**config.mk**
```make
export PLATFORM = sky130hd
export DESIGN_NAME = fetch_unit
export DESIGN_NICKNAME = d
export VERILOG_FILES = /design/src/rtl/fetch_pkg.sv /design/src/rtl/fetch_queue.sv /design/src/rtl/fetch_unit.sv
export SDC_FILE = /design/constraint.sdc
export NUM_CORES = 1
export LEC_CHECK = 0
export CAP_MARGIN = 20
export CORE_AREA = 2 2 232 234
export DETAILED_ROUTE_END_ITERATION = 8
export DIE_AREA = 0 0 234 236
export PLACE_DENSITY_LB_ADDON = 0.25
export SLEW_MARGIN = 15
export SYNTH_ARGS = -nofsm -noshare
export SYNTH_HDL_FRONTEND = slang
export SYNTH_SLANG_ARGS = --single-unit
```
**constraint.sdc**
```tcl
create_clock -name clk -period 3.9 [get_ports clk]
set_input_delay 0.585 -clock clk [delete_from_list [all_inputs] [get_ports clk]]
set_output_delay 0.585 -clock clk [all_outputs]
set_load 0.02 [all_outputs]
```
**src/rtl/fetch_pkg.sv**
```systemverilog
// Shared definitions for the instruction-fetch front end.
// Redirect sources, their priority, and fetch constants.
package fetch_pkg;

  localparam logic [31:0] DEFAULT_RESET_PC = 32'h0000_0000;
  localparam int INSTR_BYTES = 4;

  typedef enum logic [2:0] {
    REDIR_NONE,
    REDIR_EXC,
    REDIR_JR,
    REDIR_J,
    REDIR_BR
  } redir_src_t;

  function automatic redir_src_t redir_pick(
    input logic exc,
    input logic jr,
    input logic j,
    input logic br
  );
    if (exc)     return REDIR_EXC;
    else if (jr) return REDIR_JR;
    else if (j)  return REDIR_J;
    else if (br) return REDIR_BR;
    else         return REDIR_NONE;
  endfunction

endpackage

```
**src/rtl/fetch_queue.sv**
```systemverilog
// Synchronous FIFO with flush and an occupancy count.
// Head data is read straight from storage at the read pointer.
module fetch_queue #(
  parameter int DEPTH = 4,
  parameter int W     = 32
) (
  input  logic                       clk,
  input  logic                       rst,
  input  logic                       push,
  input  logic [W-1:0]               push_data,
  input  logic                       pop,
  input  logic                       flush,
  output logic [W-1:0]               head,
  output logic [$clog2(DEPTH+1)-1:0] count
);

  localparam int AW = (DEPTH > 1) ? $clog2(DEPTH) : 1;
  localparam int CW = $clog2(DEPTH + 1);

  logic [W-1:0]  mem [DEPTH];
  logic [AW-1:0] rd_ptr;
  logic [AW-1:0] wr_ptr;
  logic          empty;
  logic          full;
  logic          do_push;
  logic          do_pop;

  function automatic logic [AW-1:0] inc(
    input logic [AW-1:0] p
  );
    return (p == AW'(DEPTH - 1)) ? '0 : p + 1'b1;
  endfunction

  assign empty   = (count == '0);
  assign full    = (count == CW'(DEPTH));
  assign do_push = push && !full;
  assign do_pop  = pop && !empty;
  assign head    = mem[rd_ptr];

  always_ff @(posedge clk) begin
    if (rst || flush) begin
      rd_ptr <= '0;
      wr_ptr <= '0;
      count  <= '0;
    end else begin
      if (do_push) wr_ptr <= inc(wr_ptr);
      if (do_pop)  rd_ptr <= inc(rd_ptr);
      count <= count + CW'(do_push)
                     - CW'(do_pop);
    end
  end

  always_ff @(posedge clk) begin
    if (do_push) mem[wr_ptr] <= push_data;
  end

endmodule

```
**src/rtl/fetch_unit.sv**
```systemverilog
// Instruction fetch front end: credit-based memory issue,
// in-order response tracking, fetch queue and redirects.
module fetch_unit
  import fetch_pkg::*;
#(
  parameter int               WIDTH    = 32,
  parameter logic [WIDTH-1:0] RESET_PC =
    WIDTH'(DEFAULT_RESET_PC),
  parameter int               QDEPTH   = 4,
  parameter int               MAX_OUT  = 2
) (
  input  logic             clk,
  input  logic             rst,
  input  logic             exc_valid,
  input  logic [WIDTH-1:0] exc_pc,
  input  logic             jr_valid,
  input  logic [WIDTH-1:0] jr_pc,
  input  logic             j_valid,
  input  logic [WIDTH-1:0] j_pc,
  input  logic             br_valid,
  input  logic [WIDTH-1:0] br_pc,
  output logic             imem_req,
  output logic [WIDTH-1:0] imem_addr,
  input  logic             imem_gnt,
  input  logic             imem_rvalid,
  input  logic [WIDTH-1:0] imem_rdata,
  output logic             id_valid,
  output logic [WIDTH-1:0] id_instr,
  output logic [WIDTH-1:0] id_pc,
  output logic [WIDTH-1:0] id_pc_plus4,
  input  logic             id_ready
);

  localparam int OW = $clog2(MAX_OUT + 1);
  localparam int QW = $clog2(QDEPTH + 1);
  localparam int SW = ((OW > QW) ? OW : QW) + 1;

  redir_src_t       src;
  logic             redirect;
  logic [WIDTH-1:0] target_raw;
  logic [WIDTH-1:0] target;

  logic [WIDTH-1:0] fetch_pc;
  logic [OW-1:0]    outstanding;
  logic [OW-1:0]    drop_cnt;
  logic [QW-1:0]    occupancy;
  logic [OW-1:0]    trk_count;
  logic [SW-1:0]    in_flight;

  logic             accept;
  logic             dropping;
  logic             keep;
  logic             pop;
  logic [WIDTH-1:0] trk_pc;
  logic [2*WIDTH-1:0] q_head;
  logic [WIDTH-1:0] head_pc;

  always_comb begin
    src        = redir_pick(exc_valid, jr_valid,
                            j_valid, br_valid);
    target_raw = '0;
    unique case (src)
      REDIR_EXC:  target_raw = exc_pc;
      REDIR_JR:   target_raw = jr_pc;
      REDIR_J:    target_raw = j_pc;
      REDIR_BR:   target_raw = br_pc;
      REDIR_NONE: target_raw = '0;
    endcase
  end

  assign redirect = (src != REDIR_NONE);
  assign target   = target_raw
                  & ~WIDTH'(INSTR_BYTES - 1);

  // Credits cover both queued and in-flight words,
  // so a returning response always has a free slot.
  assign in_flight = SW'(occupancy) + SW'(outstanding);
  assign imem_req  = !rst && !redirect
                  && (outstanding < OW'(MAX_OUT))
                  && (in_flight < SW'(QDEPTH));
  assign imem_addr = fetch_pc;

  assign accept   = imem_req && imem_gnt;
  assign dropping = (drop_cnt != '0);
  assign keep     = imem_rvalid && !dropping
                 && !redirect;
  assign pop      = id_valid && id_ready;

  always_ff @(posedge clk) begin
    if (rst) begin
      fetch_pc    <= RESET_PC;
      outstanding <= '0;
      drop_cnt    <= '0;
    end else begin
      outstanding <= outstanding + OW'(accept)
                                 - OW'(imem_rvalid);
      if (redirect) begin
        fetch_pc <= target;
        drop_cnt <= outstanding - OW'(imem_rvalid);
      end else begin
        if (accept)
          fetch_pc <= fetch_pc + WIDTH'(INSTR_BYTES);
        if (imem_rvalid && dropping)
          drop_cnt <= drop_cnt - 1'b1;
      end
    end
  end

  fetch_queue #(
    .DEPTH (MAX_OUT),
    .W     (WIDTH)
  ) u_tracker (
    .clk       (clk),
    .rst       (rst),
    .push      (accept),
    .push_data (fetch_pc),
    .pop       (keep),
    .flush     (redirect),
    .head      (trk_pc),
    .count     (trk_count)
  );

  fetch_queue #(
    .DEPTH (QDEPTH),
    .W     (2 * WIDTH)
  ) u_queue (
    .clk       (clk),
    .rst       (rst),
    .push      (keep),
    .push_data ({imem_rdata, trk_pc}),
    .pop       (pop),
    .flush     (redirect),
    .head      (q_head),
    .count     (occupancy)
  );

  assign head_pc     = q_head[WIDTH-1:0];
  assign id_valid    = (occupancy != '0);
  assign id_instr    = id_valid ?
                       q_head[2*WIDTH-1:WIDTH] : '0;
  assign id_pc       = id_valid ? head_pc : '0;
  assign id_pc_plus4 = id_valid ?
                       head_pc + WIDTH'(INSTR_BYTES) : '0;

  always_ff @(posedge clk) begin
    if (!rst) begin
      assert (!(imem_rvalid && outstanding == '0));
      assert (!(accept && outstanding == OW'(MAX_OUT)));
      assert (!(keep && trk_count == '0));
      assert (!(keep && occupancy == QW'(QDEPTH)));
    end
  end

endmodule

```
* After elaboration in Yosys (flattened, before gate mapping)
Memory sizes are Yosys's and may differ from the RTL's. A register that Yosys moved wholly into a read port is not among the register bits. Index checks and enable logic that the tools add are counted. W data, S select, Z words.
Cells by class: mux-type cells 24, reduce and logical (&&, ||, !) cells 29, add/sub/neg operators 15, order comparisons 2, equal/unequal tests 8
Operators with widths (number):
- $mux W32 | 5
- $pmux W32 S5 | 1
- $add A32 B3 Y32 const B | 2
- $logic_and A1 B1 Y1 | 12
- $mux W2 | 6
- $mux W3 | 4
- $mux W1 | 8
- $logic_not A1 Y1 | 7
- $eq A2 B2 Y1 const B | 3
- $eq A3 B2 Y1 const B | 2
- $eq A3 B3 Y1 const B | 2
- $logic_not A3 Y1 | 2
- $reduce_bool A2 Y1 | 3
- $reduce_bool A3 Y1 | 2
- $sub A2 B1 Y2 | 3
- $add A2 B1 Y2 | 2
- $add A2 B1 Y2 const B | 2
- $add A3 B2 Y4 | 1
- $lt A4 B3 Y1 const B | 1
- $add A3 B1 Y3 | 1
- $eq A3 B1 Y1 const B | 1
- $sub A3 B1 Y3 | 1
- $add A1 B1 Y1 const B | 2
- $logic_not A2 Y1 | 1
- 4 further kinds | 4
Word-level totals: output and inout bits 130, logic and storage cells 90, memories kept 2, register bits after elaboration 47, RAM bits 320
Memories:
- u_queue.mem | depth 4, width 64, rd ports 1, clocked after Yosys merged registers in 1, write ports 1, line fetch_queue.sv:20 | logic [W-1:0] mem [DEPTH];
- u_tracker.mem | depth 2, width 32, rd ports 1, clocked after Yosys merged registers in 1, write ports 1, line fetch_queue.sv:20

* Depth between registers and ports, before layout
Gate-level depths: netlist of the first run.
depth after elaboration 13, mapped depth 12, mapped depth without buffers 12

* Cells and area by module
A second synthesis of the first run with hierarchy kept.
Second synthesis, totals: cell total of the unflattened synthesis 1089, area total of the unflattened synthesis 16185.5 um^2
Modules (own cells, without submodules):
- fetch_queue (u_queue) | times used 1, sequential area each 7867.5 um^2, cells an instance 384, area each 9671.8 um^2
- fetch_unit | times used 1, sequential area each 680.7 um^2, cells an instance 575, area each 3952.5 um^2
- fetch_queue (u_tracker) | times used 1, sequential area each 2021.9 um^2, cells an instance 130, area each 2561.2 um^2

* Least setup slack after synthesis of the first run
OpenSTA, ideal clock, no wires.
path kind input -> register, start in jr_valid, end mem u_tracker.mem[0][10] (enable), required time 3.479 ns, setup slack 0.259 ns, cell stages on the path 7, arrival 3.221 ns, path through buf_2 > nor4_4 > and4b_1 > buf_4 > nand2_2 > a21oi_1 > nor2b_1
Between the ends: longest elaborated chain between the ends 11
Ends and longest elaborated chain:
- start, declared | line fetch_unit.sv:16 | input logic jr_valid,
- $mux W3 | line fetch_pkg.sv:23 | else if (jr) return REDIR_JR;
- $mux W3 | line fetch_pkg.sv:22 | if (exc) return REDIR_EXC;
- $reduce_bool A3 Y1 | line fetch_unit.sv:71 | assign redirect = (src != REDIR_NONE);
- $logic_not A1 Y1 | line fetch_unit.sv:78 | assign imem_req = !rst && !redirect
- $logic_and A1 B1 Y1 | line fetch_unit.sv:78
- $logic_and A1 B1 Y1 | line fetch_unit.sv:79 | && (outstanding < OW'(MAX_OUT))
- $logic_and A1 B1 Y1 | line fetch_unit.sv:80 | && (in_flight < SW'(QDEPTH));
- net imem_req | line fetch_unit.sv:22 | output logic imem_req,
- $logic_and A1 B1 Y1 | line fetch_unit.sv:83 | assign accept = imem_req && imem_gnt;
- $logic_and A1 B1 Y1 | line fetch_queue.sv:36 | assign do_push = push && !full;
- $mux W1 | line fetch_queue.sv:54 | if (do_push) mem[wr_ptr] <= push_data;
- $mux W1 (not written as such) | line fetch_queue.sv:54
- end, declared | line fetch_queue.sv:20
The timed path passes the listed nets, and every way through them passes these cells.

==> results of run 1 <==
==> stage by stage <==
step                      cell area (um2)  hold slack [ns]  setup WS [ns]
after floorplan                     15700            0.454          0.259
after global routing                20800            0.493         0.0220
final                               20800            0.483          0.195
after detailed placement            19500            0.481          0.321
after global placement              19500            0.471          0.370
after CTS                           20700            0.486         0.0368
==> sequential cells by signal, indices dropped and copies added, names as in the netlist, 2 cells and up, named ones only <==
signal,count
outstanding,2
imem_addr,30
u_queue.rd_ptr,2
u_queue.count,3
drop_cnt,2
u_queue.wr_ptr,2
u_tracker.count,2
u_tracker.mem,60
u_queue.mem,248
==> cell usage in the layout (no fill, tap or decap), types with 7 or more instances in the layout <==
cell type,netlist,routed
a21oi_1,28,28
inv_1,25,24
clkbuf_1,43,8
clkdlybuf4s50_1,0,264
a221oi_1,40,40
nand4_1,20,20
o22ai_1,7,7
o31a_1,9,9
edfxtp_1,308,308
o21ai_0,17,17
buf_12,1,8
dlygate4sd2_1,0,17
nor2_1,63,62
mux4_2,56,57
a211oi_1,12,12
buf_4,10,31
and2_1,72,68
clkbuf_16,0,43
ha_1,16,16
xnor2_1,27,27
nor2b_1,34,32
clkinv_2,0,10
dfxtp_1,48,46
nand3_1,22,22
xor2_1,24,24
mux2_2,30,30
nor3_1,35,34
nand2_1,39,39
==> routing by layer <==
layer	GRT usage	vias up	part of all wire
met1	0.192	4832	0.44
met2	0.244	339	0.47
met5	0	-	0
li1	-	4640	-
met4	0.0472	0	0.023
met3	0.0346	50	0.064
==> critical path, stage by stage (launching register included) <==
cell and delay (ns):
dfxtp_4 0.45, mux4_2 0.58, ha_1 0.27, nand4_1 0.11
buf_4 0.16, buf_4 0.11, nor2b_1 0.04, xnor2_1 0.11
nor2_1 0.09, clkdlybuf4s50_1 0.65
==> worst min path at each step <==
stage,startpoint,to,cells past startpoint
floorplan,u_queue.rd_ptr[1]$_SDFFE_PP0P_,register,2
global placement,u_queue.rd_ptr[1]$_SDFFE_PP0P_,register,2
detailed placement,u_queue.rd_ptr[1]$_SDFFE_PP0P_,register,2
CTS,u_queue.rd_ptr[1]$_SDFFE_PP0P_,register,2
global route,u_queue.rd_ptr[1]$_SDFFE_PP0P_,register,2
finish,u_queue.rd_ptr[1]$_SDFFE_PP0P_,register,2
==> power by group through the flow <==
stage,Clock (mW),Combinational (mW),Sequential [mW]
floorplan,0,0.190,4.30
global placement,0,0.498,4.29
detailed placement,0,0.501,4.29
CTS,3.67,0.504,4.21
global route,3.80,0.541,4.22
finish,3.55,0.500,4.21
==> synthesized netlist by cell type (all sizes together) <==
| master | n | area share |
|---|---|---|
| edfxtp | 308 | 0.59 |
| and2 | 72 | 0.029 |
| nor2 | 63 | 0.015 |
| mux4 | 62 | 0.090 |
| dfxtp | 48 | 0.061 |
| clkbuf | 43 | 0.010 |
| nand2 | 41 | 0.010 |
| a221oi | 40 | 0.022 |
| nor3 | 37 | 0.013 |
| nor2b | 34 | 0.014 |
| mux2 | 30 | 0.022 |
| a21oi | 28 | 0.0089 |
| xnor2 | 27 | 0.015 |
| buf | 26 | 0.011 |
| inv | 25 | 0.0060 |
| xor2 | 24 | 0.013 |
| nand3 | 23 | 0.0077 |
| nand4 | 21 | 0.0093 |
| o21ai | 17 | 0.0054 |
| ha | 16 | 0.013 |
| a211oi | 12 | 0.0057 |
| o31a | 9 | 0.0050 |
| o22ai | 7 | 0.0028 |
| and4 | 6 | 0.0033 |
| a211o | 3 | 0.0017 |
| and3 | 3 | 0.0012 |
| mux2i | 3 | 0.0019 |
| nor4 | 3 | 0.0031 |
| or4 | 3 | 0.0014 |
| nand2b | 2 | 0.00080 |
| o31ai | 2 | 0.00096 |
| a21boi | 1 | 0.00048 |
| a311oi | 1 | 0.00056 |
| a41o | 1 | 0.00064 |
| and3b | 1 | 0.00056 |
| and4b | 1 | 0.00064 |
| conb | 1 | 0.00024 |
| fa | 1 | 0.0013 |
| nor3b | 1 | 0.00048 |
| nor4b | 1 | 0.00056 |
| o211ai | 1 | 0.00048 |
| o21a | 1 | 0.00048 |
| o41ai | 1 | 0.00056 |
| or2 | 1 | 0.00040 |
| or3 | 1 | 0.00040 |
==> kinds of logic after synthesis <==
family / share of synthesized area
AOI/OAI and AO/OA: 0.0560
xor gates and xnor gates: 0.0284
adders and majority gates: 0.0140
buffers and inverters: 0.0271
DFF: 0.650
muxes: 0.114
other: 0.000239
and+or+nand+nor: 0.110
==> final cells by class <==
class / count / area, um2 / share of cell area
clock buffers: 51 / 1110 / 0.0533
clock inverters: 20 / 140 / 0.00675
inverters: 25 / 93.8 / 0.00452
multi-input cells: 607 / 5100 / 0.246
flip-flops and latches: 356 / 10200 / 0.492
well taps: 696 / 871 / 0.0420
repair buffers: 324 / 3230 / 0.155
==> timing repair <==
item | 4_1_cts | 5_1_grt
pin swaps | 1 | 1
gates resized for setup | 20 | 3
buffers inserted | 4 | 1
endpoints found under the setup margin | 19 | 10
hold buffers | 0 | 0
==> impl_metrics.ini, run 1 <==
[floorplan]
ioPinCount = 299
die-area_um2 = 55200
core_area_um2 = 53100
die_w_um = 234
start_util = 0.296
fp.dieH_um = 236
rows = 85

[routing]
wl_per_cell_um = 20.0
via_per_inst = 4.74
wl_mm = 41.7
num_vias = 9861
drtPass1Iterations = 5
drc = 0
drt_iter0_drc = 490
ant_nets = 0

[finish]
fin_util = 0.391
n_fill_cell = 5036
area_growth_pct = 32.2
final_cells = 2079
n_antenna_cell = 0
drive_above_1_share = 0.148
finalNetCount = 1540

[timing]
fin_worst_skew_ns = 0.0223
slew_viol_final = 0
worstMarginPinSlew_ns = 0.898
fin_crit_sh = 0.950
fmax_mhz = 270
min_period_ns = 3.71
fin_setup_tns_ns = 0
rsz0062_at_grt = false
hold_violations = 0
relSlewSlack = 0.401
setup-violations-final = 0

[setup_path]
worstPathMaxFanout = 9
cp-endpoint = id_pc_plus4[8]
ff2ff_setup_slack_ns = 1.13
crit_required_ns = 3.31
reg2reg_to = u_queue.count[2]$_SDFF_PP0_
crit_arrival_ns = 3.12
startpoint_type = register
path_class = reg -> out
r2r_start = u_queue.count[1]$_SDFF_PP0_
rr_worst_depth = 12
endpoint_kind = output port

[cts]
clock_latency_ns = 0.55
cts_root_buffer = clkbuf_16
h-tree-depth = 2
numCtsBuffers = 40
cts_buffer_depth = 3
cts_tree = yes
clkSlewWorstSetupHoldPaths_ns = 0.05
cts_sinks = 356

[power_and_ir_drop]
sw_frac_of_total = 0.213
leakage_nw = 6.75
p_total_mw = 8.26
p_int_mw = 6.50
power_frac_seq = 0.510
clockPowerShare = 0.429
p_per_area_nw_per_um2 = 398
power_switching_mw = 1.76
ir_worst_vdd_v = 0.000255
comb_power_share = 0.061

[placement]
place_congestion = 0.801
port_buffers = 284
dp_cells = 2003
dp_hpwl_mm = 29.6

[run_status]
outcome = complete, no violations

[synth]
synth.yosys.warnings = 0
synth_area_um2 = 15700
ys_seq_area_frac = 0.650
ys_ff_latch = 356
syn_area_per_cell_um2 = 14.9
ys_types = 56
syn_inst = 1052

[grt]
gr-usage-all-layers = 0.148
antenna_found_initial = 0
grt_max_degree = 63
grt_pass1_wl_mm = 61.9
grt.overflow.total = 0
grt_pass1_vias = 10100

[run]
max-cap-violations = 0

[worst_hold_path]
min_path_type = reg -> reg
No activity file was read; power rests on OpenSTA's default activity.
==> run 2, diff against run 1 <==
- REMOVE_ABC_BUFFERS: not set -> 1
- SETUP_SLACK_MARGIN: not set -> 0.05
- clock period: 3.9 -> 4.3 ns (I/O delays scaled with it)
==> impl_metrics.ini, run 2 (synthesis results as in run 1) <==
[grt]
gr-usage-met3 = 0.0393
grt.overflow.total = 0
busiest_layer = met2
grt_pass1_wl_mm = 59.4
grt_max_degree = 63
global_route.usage.met2 = 0.237
met1_usage = 0.181
grt_pass1_vias = 9930
gr-usage-all-layers = 0.143
antenna_found_initial = 0

[setup_path]
ff2ff_setup_slack_ns = 1.54
rr_worst_depth = 12
path_class = reg -> out
reg2reg_to = u_queue.count[2]$_SDFF_PP0_
path_buf_inv = 3
max_stage_delay_ns = 0.68
startpoint_type = register
r2r_start = u_queue.count[1]$_SDFF_PP0_
slowest_stage = clkdlybuf4s50_1
crit_family = buffers and inverters
endpoint_kind = output port
crit_required_ns = 3.65
worstPathMaxFanout = 14
crit_chain = buf_8 -> mux4_2 -> and2_1 -> and4_1 -> buf_4 -> nand3_1 -> xor2_1 -> nor2_1 -> clkdlybuf4s50_1
crit_arrival_ns = 3.41

[cts]
clkSlewWorstSetupHoldPaths_ns = 0.06
cts_tree = yes
cts_hold_buffers = 0
numCtsBuffers = 41
cts_buffer_depth = 3
cts_root_buffer = clkbuf_16
clock_latency_ns = 0.55
cts_sinks = 356
h-tree-depth = 2

[timing]
fin_setup_tns_ns = 0
relSlewSlack = 0.416
rsz0062_at_grt = true
hold_violations = 0
fin_worst_skew_ns = 0.0166
setup-violations-final = 0
fmax_mhz = 247
min_period_ns = 4.06
worstMarginPinSlew_ns = 0.876
fin_crit_sh = 0.943
slew_viol_final = 0

[placement]
place_congestion = 0.748
dp_hpwl_mm = 27.9
port_buffers = 284

[run]
max-cap-violations = 0

[floorplan]
ioPinCount = 299
start_util = 0.296
core_area_um2 = 53100
die-area_um2 = 55200
die_w_um = 234
rows = 85
fp.dieH_um = 236

[routing]
drt_iter0_drc = 542
drc = 0
drtPass1Iterations = 5
wl_mm = 39.8
ant_nets = 0
via_per_inst = 4.73
wl_per_cell_um = 19.2
num_vias = 9811

[power_and_ir_drop]
power_switching_mw = 1.61
comb_power_share = 0.058
p_per_area_nw_per_um2 = 366
sw_frac_of_total = 0.211
clockPowerShare = 0.441
ir_worst_vdd_v = 0.000229
leakage_nw = 6.69
power_frac_seq = 0.501
p_int_mw = 6.02

[run_status]
outcome = complete, no violations

[finish]
area_growth_pct = 32.6
largest_register_ffs = 248
drive_above_1_share = 0.147
final_common_cell = edfxtp_1
multi_input_area_um2 = 5100
n_antenna_cell = 0
finalNetCount = 1534
seq_area_um2 = 10200
fin_util = 0.392
n_fill_cell = 5027
layout_common_cells = edfxtp_1, clkdlybuf4s50_1, and2_1
largest-register = u_queue.mem

[worst_hold_path]
hold_path_depth = 2
min_from = u_tracker.rd_ptr$_SDFFE_PP0P_
min_path_type = reg -> reg
run 2: changes by cell type in the layout (fill, tap and decap cells not counted), sizes merged:
cell | before | now
clkinv | 18 | 17
dlygate4sd2 | 17 | 0
clkbuf | 51 | 47
bufinv | 1 | 3
clkdlybuf4s50 | 264 | 279
inv | 25 | 28
buf | 41 | 34
dlymetal6s2s | 2 | 3
clkinvlp | 1 | 4
run 2: final cells by class:
cell class,count,area share
clock buffers,46,0.0522
clock inverters,27,0.0107
inverters,25,0.00451
multi-input cells,607,0.245
flip-flops and latches,356,0.491
well taps,696,0.0418
repair buffers,317,0.155
run 2: worst register-to-register path, stage by stage (launching register included):
cell and delay [ns]:
dfxtp_1 0.49, nor3_2 0.11, inv_2 0.42, nand2_1 0.21, inv_1 0.16, ha_1 0.24
inv_1 0.05, ha_1 0.14, inv_1 0.05, fa_1 0.38, xor2_1 0.17, xnor2_1 0.15
nor2_1 0.05
run 2: power groups by stage:
| stage | logic (mW) | registers, mW | clock network, mW |
|---|---|---|---|
| 2_1_floorplan | 0.145 | 3.90 | 0 |
| 5_1_grt | 0.481 | 3.82 | 3.62 |
| 4_1_cts | 0.448 | 3.82 | 3.50 |
| 3_3_place_gp | 0.441 | 3.89 | 0 |
| 3_5_place_dp | 0.446 | 3.89 | 0 |
| 6_report | 0.442 | 3.82 | 3.36 |
run 2: worst max-delay path by stage:
stage	endpoint	slack, ns	cells after the start
floorplan	id_pc_plus4[13]	-0.87	6
global placement	id_pc_plus4[20]	0.60	9
detailed placement	id_pc_plus4[22]	0.58	8
finish	id_pc_plus4[19]	0.24	9
global route	id_pc_plus4[18]	0.05	9
CTS	id_pc_plus4[20]	0.06	9
run 2: metal layers:
| metal | vias up | share of wire |
|---|---|---|
| li1 | 4640 | - |
| met1 | 4819 | 0.43 |
| met2 | 297 | 0.48 |
| met3 | 55 | 0.066 |
| met4 | 0 | 0.022 |
| met5 | - | 0 |
run 2: what timing repair did:
item | in CTS | in global routing
pin swaps | 0 | 0
setup endpoints to repair | 5 | 15
setup buffers | 0 | 4
gates cloned | 0 | 1
gates resized for setup | 3 | 5
hold endpoints to repair | 0 | 0
run 2: stage by stage:
step / area [um2] / power (mW) / worst slack (ns) / instances / hold slack [ns]
2_1_floorplan: 15400 / 4.04 / -0.875 / 988 / 0.454
3_3_place_gp: 19400 / 4.33 / 0.598 / 1996 / 0.498
3_5_place_dp: 19400 / 4.34 / 0.578 / 1996 / 0.507
4_1_cts: 20700 / 7.77 / 0.0624 / 2069 / 0.523
5_1_grt: 20800 / 7.93 / 0.0495 / 2074 / 0.538
6_report: 20800 / 7.62 / 0.245 / 2074 / 0.521
